===== config.mk =====
export PLATFORM = sky130hd
export DESIGN_NAME = stopwatch_core_flat
export DESIGN_NICKNAME = d
export VERILOG_FILES = /design/src/rtl/stopwatch_if.sv /design/src/rtl/stopwatch_core.sv /design/src/flat_wrapper.sv
export SDC_FILE = /design/constraint.sdc
export NUM_CORES = 1
export LEC_CHECK = 0
export CAP_MARGIN = 15
export CORE_MARGIN = 2
export CORE_UTILIZATION = 48
export DETAILED_ROUTE_END_ITERATION = 8
export HOLD_SLACK_MARGIN = 0.1
export PLACE_DENSITY = 0.82
export SYNTH_ARGS = -nofsm -noshare
export SYNTH_HDL_FRONTEND = slang
export SYNTH_SLANG_ARGS = --single-unit

===== constraint.sdc =====
create_clock -name i_CLK -period 2.2 [get_ports i_CLK]
set_clock_uncertainty 0.15 [all_clocks]
set_input_delay 0.33 -clock i_CLK [delete_from_list [all_inputs] [get_ports i_CLK]]
set_output_delay 0.33 -clock i_CLK [all_outputs]
set_load 0.01 [all_outputs]

===== src/rtl/stopwatch_if.sv =====
`default_nettype none
// ============================================================================
// Module  : stopwatch_if
// Brief   : Control inputs and BCD display outputs of the MM:SS stopwatch.
// Revision: 1.0
// ============================================================================
interface stopwatch_if;
   logic       i_TICK_CLK;
   logic       i_START;
   logic       i_CLEAR;
   logic [3:0] o_SEC_ONES;
   logic [3:0] o_SEC_TENS;
   logic [3:0] o_MIN_ONES;
   logic [3:0] o_MIN_TENS;
   logic       o_RUNNING;
   logic       o_WRAP;
`ifdef STOPWATCH_LAP_EN
   logic       i_LAP;
   logic       o_HOLD;
`endif

   modport master (
`ifdef STOPWATCH_LAP_EN
      output i_LAP,
      input  o_HOLD,
`endif
      output i_TICK_CLK, i_START, i_CLEAR,
      input  o_SEC_ONES, o_SEC_TENS, o_MIN_ONES, o_MIN_TENS, o_RUNNING, o_WRAP
   );

   modport slave (
`ifdef STOPWATCH_LAP_EN
      input  i_LAP,
      output o_HOLD,
`endif
      input  i_TICK_CLK, i_START, i_CLEAR,
      output o_SEC_ONES, o_SEC_TENS, o_MIN_ONES, o_MIN_TENS, o_RUNNING, o_WRAP
   );
endinterface
`default_nettype wire


===== src/rtl/stopwatch_core.sv =====
`default_nettype none
// ============================================================================
// Module  : stopwatch_core
// Brief   : Four-digit BCD MM:SS stopwatch counting i_TICK_CLK rising edges;
//           optional lap hold enabled by macro STOPWATCH_LAP_EN.
// Revision: 1.0
// ============================================================================
module stopwatch_core #(
   parameter int unsigned MIN_TENS_MAX = 5
) (
   input  wire logic  i_CLK,
   input  wire logic  i_RST,
   stopwatch_if.slave sw
);
   localparam logic [3:0] c_MIN_TENS_MAX = 4'(MIN_TENS_MAX);

   typedef enum logic [1:0] {
      ST_IDLE  = 2'd0,
      ST_RUN   = 2'd1,
      ST_PAUSE = 2'd2
   } state_t;

   state_t     r_state;
   logic       r_prev_tick, r_prev_start;
   logic [3:0] r_sec_ones, r_sec_tens, r_min_ones, r_min_tens;
   logic       r_running, r_wrap;

   logic       w_tick, w_start_edge, w_clear;
   logic [3:0] w_sec_ones, w_sec_tens, w_min_ones, w_min_tens;
   logic       w_wrap;

   // Cascaded BCD increment; a paused clear overrides everything.
   always_comb begin
      w_tick       = sw.i_TICK_CLK & ~r_prev_tick;
      w_start_edge = sw.i_START & ~r_prev_start;
      w_clear      = (r_state == ST_PAUSE) && sw.i_CLEAR;
      w_sec_ones   = r_sec_ones;
      w_sec_tens   = r_sec_tens;
      w_min_ones   = r_min_ones;
      w_min_tens   = r_min_tens;
      w_wrap       = 1'b0;
      if (w_clear) begin
         w_sec_ones = 4'd0;
         w_sec_tens = 4'd0;
         w_min_ones = 4'd0;
         w_min_tens = 4'd0;
      end else if ((r_state == ST_RUN) && w_tick) begin
         if (r_sec_ones != 4'd9) begin
            w_sec_ones = r_sec_ones + 4'd1;
         end else begin
            w_sec_ones = 4'd0;
            if (r_sec_tens != 4'd5) begin
               w_sec_tens = r_sec_tens + 4'd1;
            end else begin
               w_sec_tens = 4'd0;
               if (r_min_ones != 4'd9) begin
                  w_min_ones = r_min_ones + 4'd1;
               end else begin
                  w_min_ones = 4'd0;
                  if (r_min_tens != c_MIN_TENS_MAX) begin
                     w_min_tens = r_min_tens + 4'd1;
                  end else begin
                     w_min_tens = 4'd0;
                     w_wrap     = 1'b1;
                  end
               end
            end
         end
      end
   end

   // Edge history loads even under reset so a level held through reset is not an edge.
   always_ff @(posedge i_CLK) begin
      r_prev_tick  <= sw.i_TICK_CLK;
      r_prev_start <= sw.i_START;
      if (i_RST) begin
         r_state    <= ST_IDLE;
         r_running  <= 1'b0;
         r_wrap     <= 1'b0;
         r_sec_ones <= 4'd0;
         r_sec_tens <= 4'd0;
         r_min_ones <= 4'd0;
         r_min_tens <= 4'd0;
      end else begin
         r_sec_ones <= w_sec_ones;
         r_sec_tens <= w_sec_tens;
         r_min_ones <= w_min_ones;
         r_min_tens <= w_min_tens;
         r_wrap     <= w_wrap;
         case (r_state)
            ST_IDLE: begin
               if (w_start_edge) begin
                  r_state   <= ST_RUN;
                  r_running <= 1'b1;
               end
            end
            ST_RUN: begin
               if (w_start_edge) begin
                  r_state   <= ST_PAUSE;
                  r_running <= 1'b0;
               end
            end
            ST_PAUSE: begin
               if (sw.i_CLEAR) begin
                  r_state   <= ST_IDLE;
                  r_running <= 1'b0;
               end else if (w_start_edge) begin
                  r_state   <= ST_RUN;
                  r_running <= 1'b1;
               end
            end
            default: begin
               r_state   <= ST_IDLE;
               r_running <= 1'b0;
            end
         endcase
      end
   end

   assign sw.o_RUNNING = r_running;
   assign sw.o_WRAP    = r_wrap;

`ifdef STOPWATCH_LAP_EN
   logic        r_prev_lap, r_hold;
   logic [15:0] r_snap, r_disp;
   logic        w_lap_edge, w_hold;
   logic [15:0] w_snap;

   // Snapshot captures the count as it stood when the lap edge arrived.
   always_comb begin
      w_lap_edge = sw.i_LAP & ~r_prev_lap;
      w_hold     = r_hold;
      w_snap     = r_snap;
      if (w_clear) begin
         w_hold = 1'b0;
      end else if (w_lap_edge && ((r_state == ST_RUN) || (r_state == ST_PAUSE))) begin
         w_hold = ~r_hold;
         if (!r_hold) begin
            w_snap = {r_min_tens, r_min_ones, r_sec_tens, r_sec_ones};
         end
      end
   end

   always_ff @(posedge i_CLK) begin
      r_prev_lap <= sw.i_LAP;
      if (i_RST) begin
         r_hold <= 1'b0;
         r_snap <= 16'd0;
         r_disp <= 16'd0;
      end else begin
         r_hold <= w_hold;
         r_snap <= w_snap;
         r_disp <= w_hold ? w_snap : {w_min_tens, w_min_ones, w_sec_tens, w_sec_ones};
      end
   end

   assign sw.o_HOLD     = r_hold;
   assign sw.o_MIN_TENS = r_disp[15:12];
   assign sw.o_MIN_ONES = r_disp[11:8];
   assign sw.o_SEC_TENS = r_disp[7:4];
   assign sw.o_SEC_ONES = r_disp[3:0];
`else
   assign sw.o_MIN_TENS = r_min_tens;
   assign sw.o_MIN_ONES = r_min_ones;
   assign sw.o_SEC_TENS = r_sec_tens;
   assign sw.o_SEC_ONES = r_sec_ones;
`endif
endmodule
`default_nettype wire


===== src/flat_wrapper.sv =====
// flat-port wrapper written by rule: the top's interface ports become plain ports
module stopwatch_core_flat 
#(
   parameter int unsigned MIN_TENS_MAX = 5
)
  (i_CLK, i_RST, sw_i_TICK_CLK, sw_i_START, sw_i_CLEAR, sw_o_SEC_ONES, sw_o_SEC_TENS, sw_o_MIN_ONES, sw_o_MIN_TENS, sw_o_RUNNING, sw_o_WRAP);
  stopwatch_if sw_i ();
  input  wire logic i_CLK;
  input  wire logic i_RST;
  input wire logic [$bits(sw_i.i_TICK_CLK)-1:0] sw_i_TICK_CLK;
  input wire logic [$bits(sw_i.i_START)-1:0] sw_i_START;
  input wire logic [$bits(sw_i.i_CLEAR)-1:0] sw_i_CLEAR;
  output wire logic [$bits(sw_i.o_SEC_ONES)-1:0] sw_o_SEC_ONES;
  output wire logic [$bits(sw_i.o_SEC_TENS)-1:0] sw_o_SEC_TENS;
  output wire logic [$bits(sw_i.o_MIN_ONES)-1:0] sw_o_MIN_ONES;
  output wire logic [$bits(sw_i.o_MIN_TENS)-1:0] sw_o_MIN_TENS;
  output wire logic [$bits(sw_i.o_RUNNING)-1:0] sw_o_RUNNING;
  output wire logic [$bits(sw_i.o_WRAP)-1:0] sw_o_WRAP;
  assign sw_i.i_TICK_CLK = sw_i_TICK_CLK;
  assign sw_i.i_START = sw_i_START;
  assign sw_i.i_CLEAR = sw_i_CLEAR;
  assign sw_o_SEC_ONES = sw_i.o_SEC_ONES;
  assign sw_o_SEC_TENS = sw_i.o_SEC_TENS;
  assign sw_o_MIN_ONES = sw_i.o_MIN_ONES;
  assign sw_o_MIN_TENS = sw_i.o_MIN_TENS;
  assign sw_o_RUNNING = sw_i.o_RUNNING;
  assign sw_o_WRAP = sw_i.o_WRAP;
  stopwatch_core #(.MIN_TENS_MAX(MIN_TENS_MAX)) u_core (.i_CLK(i_CLK), .i_RST(i_RST), .sw(sw_i));
endmodule

==> results of run 1 <==
==> layout make-up <==
class	count	area [sq um]
multi-input combinational	83	529
sequential	22	440
fill	169	677
inverter	4	15.0
timing repair buffer	26	250
clock buffer	4	36.3
tap	27	33.8
==> routing by layer <==
layer  up-vias  global-route usage, %  share of wire (%)
met2        19                   29.3                 48
met1       403                   19.3                 46
met3         2                   6.36                5.2
met5         -                      0                  0
li1        460                      -                  -
met4         0                   4.17               0.66
==> per-stage QoR <==
stage / std cells / utilization, % / power (mW) / hold slack (ns) / TNS (ns)
after floorplan: 112 / - / 0.445 / 0.208 / 0
after global placement: 162 / 64.0 / 0.463 / 0.326 / 0
after detailed placement: 162 / 64.0 / 0.465 / 0.355 / -0.0387
after CTS: 166 / 65.8 / 0.681 / 0.319 / 0
after global routing: 166 / 65.8 / 0.702 / 0.310 / 0
final: 166 / 65.8 / 0.670 / 0.325 / 0
==> power groups by stage <==
stage                     Sequential [mW]  Combinational [mW]  Clock (mW)
after global placement              0.420              0.0428           0
after detailed placement            0.421              0.0438           0
final                               0.412              0.0435       0.215
after global routing                0.413              0.0482       0.241
after CTS                           0.412              0.0442       0.225
after floorplan                     0.421              0.0244           0
==> critical path, cell delays in order, from the launching register on <==
cell and delay [ns]:
dfxtp_1 0.46, and4bb_1 0.38, nand3_4 0.17, or4_1 0.53, a21oi_1 0.15
==> how the worst max path moves through the flow <==
stage | to | slack [ns] | depth (start not counted)
floorplan | u_core.sw.o_MIN_TENS[1]$_SDFFE_PP0P_ | 0.49 | 5
global placement | u_core.sw.o_MIN_TENS[3]$_SDFFE_PP0P_ | 0.02 | 5
detailed placement | u_core.sw.o_MIN_TENS[3]$_SDFFE_PP0P_ | -0.02 | 5
CTS | u_core.sw.o_MIN_TENS[3]$_SDFFE_PP0P_ | 0.29 | 4
global route | u_core.sw.o_MIN_TENS[3]$_SDFFE_PP0P_ | 0.18 | 4
finish | u_core.sw.o_MIN_TENS[3]$_SDFFE_PP0P_ | 0.30 | 4
==> synth_stat cells <==
master | number | area (sq um)
a2bb2oi_1 | 1 | 8.76
nand4_2 | 1 | 12.5
a21oi_1 | 8 | 40.0
dfxtp_1 | 22 | 440
or3_1 | 3 | 18.8
a22oi_1 | 1 | 7.51
and4b_1 | 1 | 10.0
o31ai_1 | 3 | 22.5
a211oi_1 | 1 | 7.51
mux2i_1 | 2 | 20.0
a41oi_1 | 2 | 17.5
nor3b_1 | 1 | 7.51
xnor2_1 | 3 | 26.3
buf_1 | 1 | 3.75
nand2_1 | 9 | 33.8
nor2b_1 | 4 | 25.0
buf_6 | 2 | 22.5
or3b_1 | 1 | 8.76
nand3_4 | 1 | 17.5
nor3_1 | 3 | 15.0
or4b_1 | 2 | 20.0
or4_1 | 2 | 15.0
and4bb_1 | 1 | 12.5
nand3_1 | 4 | 20.0
a2111o_1 | 1 | 11.3
o21ai_1 | 3 | 15.0
a31o_2 | 1 | 8.76
and3_1 | 1 | 6.26
and4bb_2 | 2 | 25.0
xor2_1 | 2 | 17.5
nor2_1 | 13 | 48.8
o21ai_0 | 6 | 30.0
inv_1 | 4 | 15.0
==> logic make-up (layout without fill, tap and decap cells) <==
family          after synthesis  in the layout
mux                           2              2
buf+inv                       7             34
simple gates                 49             49
flops                        22             22
xor+xnor                      5              5
compound gates               27             27
==> state kept, by name (all words and copies together) (netlist names) <==
signal and count:
u_core.sw.o_RUNNING 1, u_core.sw.o_WRAP 1, u_core.sw.o_MIN_TENS 4, u_core.r_prev_tick 1, u_core.sw.o_SEC_TENS 4, u_core.r_state 2
u_core.sw.o_SEC_ONES 4, u_core.r_prev_start 1, u_core.sw.o_MIN_ONES 4
==> results.toml, run 1 <==
[status]
status = "finished clean"

[critical_path]
cp-start-kind = "flip-flop"
r2r-start = "u_core.r_state[0]$_SDFFE_PP0P_"
crit_required_ns = 2.29
crit_arrival_ns = 1.99
worst-path-max-fanout = 12
timing.rr.end = "u_core.sw.o_MIN_TENS[3]$_SDFFE_PP0P_"
r2r_setup_slack_ns = 0.30
cp-startpoint = "u_core.r_state[0]$_SDFFE_PP0P_"
end_kind = "flip-flop"
reg2reg_depth = 4
crit_type = "flip-flop to flip-flop"

[floorplan]
dieArea_sq_um = 2490
core_area_sq_um = 1980
die_h_microns = 49.9
ios = 23
num_rows = 16
dieWidth_microns = 49.9
start_util_pct = 51.0

[yosys]
syn_inst = 112
synthMuxAreaShare_pct = 1.98
synth-compound-area-share_pct = 16.7
synth-seq-cells = 22
synth_xor_area_share_pct = 4.33
ys_seq_area_share_pct = 43.6
yosys.area_share.simple_pct = 29.3
avgSynthCellArea_sq_um = 9.03
synth_top_family_by_area = "simple AND/OR/NAND/NOR gates"
synth_adder_area_share_pct = 0
synth_cell_types = 33
syn_nets = 117
ys_warn_count = 0
synthesis.area_sq_um = 1010

[clocking]
hold_buffers = 0
post_cts_resized = 0
post_cts_buffers = 0
numCtsBuffers = 3
clk_transition_reported_paths_ns = 0.12
clkSinkCount = 22
cts_root_buf = "clkbuf_4"
cts_tree = "yes"
clock_latency_ns = 0.30
clockBufferDepth = 2
htree_num_levels = 1

[global_routing]
grt_overflow = 0
grt_pass1_vias = 769
gr-usage-all-layers_pct = 16.9
antenna_found_initial = 0
grt_pass1_wl_mm = 3.24
grt_max_degree = 17

[pwr]
p_leak_nw = 0.442
max-vdd-ir-drop_mv = 0.438
net-switching-power_mw = 0.141
seq_power_share_pct = 61.4
p_clk_share_pct = 32.1
p_comb_share_pct = 6.5
swShare_pct = 21.1
p_int_mw = 0.529
power_density_nw_per_um2 = 514

[place]
port_buffers = 22
hpwl_mm = 1.47
place_congestion = 0.801
dpl_cell_area_sq_um = 1270
dp_slack_ns = -0.0235

[worst_hold_path]
hold_depth = 1
hold_end = "u_core.r_prev_start$_DFF_P_"
hp-start = "sw_i_START"
worstHoldPathType = "input pin to flip-flop"

[cells_and_area]
n_antenna_cell = 0
syn2layout_area_growth_pct = 29.1
layout_common_cells = "clkdlybuf4s50_1 (22), dfxtp_1 (22), nor2_1 (13)"
layout.nets = 145
final_area_sq_um = 1310
drive_above_1_share_pct = 9.35

[job]
max-cap-violations = 0

[drt]
drc_errors = 0
ant_nets = 0
vias = 884
wl_per_cell_microns = 11.8
routed_via_density = 5.33
drt_iter0_drc = 21
first_pass_iters = 4
routed_wl_mm = 1.96

[sta]
finalSetupViolCount = 0
drv_slew = 0
max_slew_margin_pct = 73.9
hold_viol = 0
fin_crit_ns = 1.90
grt_setup_unrepaired = "false"
period_share_pct = 86.4
tightest_slew_ns = 0.391
setup_ws_ns = 0.300
fmax_mhz = 526
Note: power is estimated with default switching activity, not from simulation.
==> run 2: changes to the inputs <==
--- a/config.mk
+++ b/config.mk
@@ -12,4 +12,5 @@
 export HOLD_SLACK_MARGIN = 0.1
 export PLACE_DENSITY = 0.82
+export SLEW_MARGIN = 10
 export SYNTH_ARGS = -nofsm -noshare
 export SYNTH_HDL_FRONTEND = slang
==> constraint.sdc (replaced) <==
create_clock -name i_CLK -period 2.2 [get_ports i_CLK]
set_clock_uncertainty 0.15 [all_clocks]
set_input_delay 0.22 -clock i_CLK [delete_from_list [all_inputs] [get_ports i_CLK]]
set_output_delay 0.22 -clock i_CLK [all_outputs]
set_load 0.01 [all_outputs]
==> run 2 against run 1 <==
  * Count of clock-buffer cells in the layout unchanged
  * Critical path type unchanged
  * Total power increased by 0.72%
  * Setup slack got worse by 0.020 ns
  * Critical endpoint is now u_core.sw.o_MIN_TENS[2]$_SDFFE_PP0P_
  * Clock power increased by 2%
  * Global-route usage increased by 1.1 points
  * Largest power group unchanged
  * Maximum frequency decreased by 1.0%
  * Sequential cell count unchanged
==> results.toml, run 2 (synthesized netlist as in run 1, its figures left out) <==
[drt]
vias = 879
routed_wl_mm = 2.02
wl_met2_microns = 983
drc_errors = 0
routed_via_density = 5.36
wl_per_cell_microns = 12.3
met1_length_microns = 943
wl_met3_microns = 75
ant_nets = 0
drt_iter0_drc = 16
highest_layer = "met4"
first_pass_iters = 4

[worst_hold_path]
worstHoldPathType = "input pin to flip-flop"

[pwr]
max-vdd-ir-drop_mv = 0.501
power_density_nw_per_um2 = 523
p_leak_nw = 0.434
power_mw = 0.675

[global_routing]
grt_pass1_vias = 826
antenna_found_initial = 0
grt_max_degree = 17
grt_overflow = 0
grt_pass1_wl_mm = 3.46
gr-usage-all-layers_pct = 18.0

[sta]
finalSetupViolCount = 0
hold_viol = 0
tightest_slew_ns = 0.406
fin_crit_ns = 1.92
grt_setup_unrepaired = "false"
fmax_mhz = 521
period_share_pct = 87.3
fin_hold_ws_ns = 0.217
max_slew_margin_pct = 72.9
totalNegativeSetupSlack_ns = 0
drv_slew = 0

[floorplan]
dieWidth_microns = 49.9
start_util_pct = 51.0
die_h_microns = 49.9
num_rows = 16
dieArea_sq_um = 2490
core_area_sq_um = 1980
ios = 23

[cells_and_area]
layout.nets = 143
final_util_pct = 65.1
drive_above_1_share_pct = 8.03
syn2layout_area_growth_pct = 27.6
layout_common_cells = "clkdlybuf4s50_1 (22), dfxtp_1 (22), nor2_1 (13)"
n_antenna_cell = 0

[critical_path]
crit_type = "flip-flop to flip-flop"
end_kind = "flip-flop"
cp-start-kind = "flip-flop"
worst-path-max-fanout = 14
crit_required_ns = 2.30
r2r_setup_slack_ns = 0.28
crit_arrival_ns = 2.01

[place]
place_congestion = 0.794
hpwl_mm = 1.52
port_buffers = 22

[clocking]
htree_num_levels = 1
clock_latency_ns = 0.30
clkSinkCount = 22
cts_root_buf = "clkbuf_4"
clk_transition_reported_paths_ns = 0.12
post_cts_resized = 0
hold_buffers = 0
clockBufferDepth = 2
cts_tree = "yes"
numCtsBuffers = 3
post_cts_buffers = 0

[status]
status = "finished clean"

[job]
max-cap-violations = 0
==> run 2: cell count changes in the layout (fill, tap and decap cells not counted) <==
cell	previous run	this run
buf_4	4	2
==> run 2: metrics by stage <==
step,setup WS [ns],cells,instance area [sq um]
finish,0.280,164,1290
global route,0.120,164,1290
CTS,0.277,164,1290
detailed placement,0.0667,160,1250
global placement,0.105,160,1250
floorplan,0.488,112,1010
==> run 2: power by group <==
part           switching [mW]  internal (mW)  total, mW
Clock                   0.118          0.101      0.219
Sequential            0.00707          0.405      0.412
Combinational          0.0210         0.0232     0.0442
Total                   0.146          0.529      0.675
==> run 2: worst paths after layout <==
| check | startpoint | endpoint | cells past startpoint |
|---|---|---|---|
| setup / recovery | u_core.r_state[0]$_SDFFE_PP0P_ | u_core.sw.o_MIN_TENS[2]$_SDFFE_PP0P_ | 4 |
| hold reg to reg | u_core.sw.o_MIN_ONES[0]$_SDFFE_PP0P_ | u_core.sw.o_MIN_ONES[0]$_SDFFE_PP0P_ | 2 |
| setup reg to reg | u_core.r_state[0]$_SDFFE_PP0P_ | u_core.sw.o_MIN_TENS[2]$_SDFFE_PP0P_ | 4 |
| hold / removal | sw_i_START | u_core.r_prev_start$_DFF_P_ | 1 |
==> run 2: critical path, stage by stage (launching register included) <==
cell and delay [ns]:
dfxtp_1 0.46, and4bb_1 0.39, nand3_4 0.19, or4b_1 0.53, a21oi_1 0.14
==> run 2: cell type report <==
| cell class | instances | area (sq um) |
|---|---|---|
| Fill cell | 173 | 692 |
| Sequential cell | 22 | 440 |
| Inverter | 4 | 15.0 |
| Multi-Input combinational cell | 83 | 529 |
| Timing Repair Buffer | 24 | 235 |
| Clock buffer | 4 | 36.3 |
| Tap cell | 27 | 33.8 |
==> run 2: routing by layer <==
layer | track usage [%] | vias to the layer above
met5 | 0 | -
met4 | 6.94 | 0
met3 | 4.85 | 2
met2 | 29.8 | 14
met1 | 22.0 | 406
li1 | - | 457
==> run 3: changes to the inputs <==
- CTS_CLUSTER_DIAMETER: not set -> 60
- CTS_CLUSTER_SIZE: not set -> 8
==> results of run 3 <==
Same layout as run 2: the final DEF is identical, and so are final timing and power.
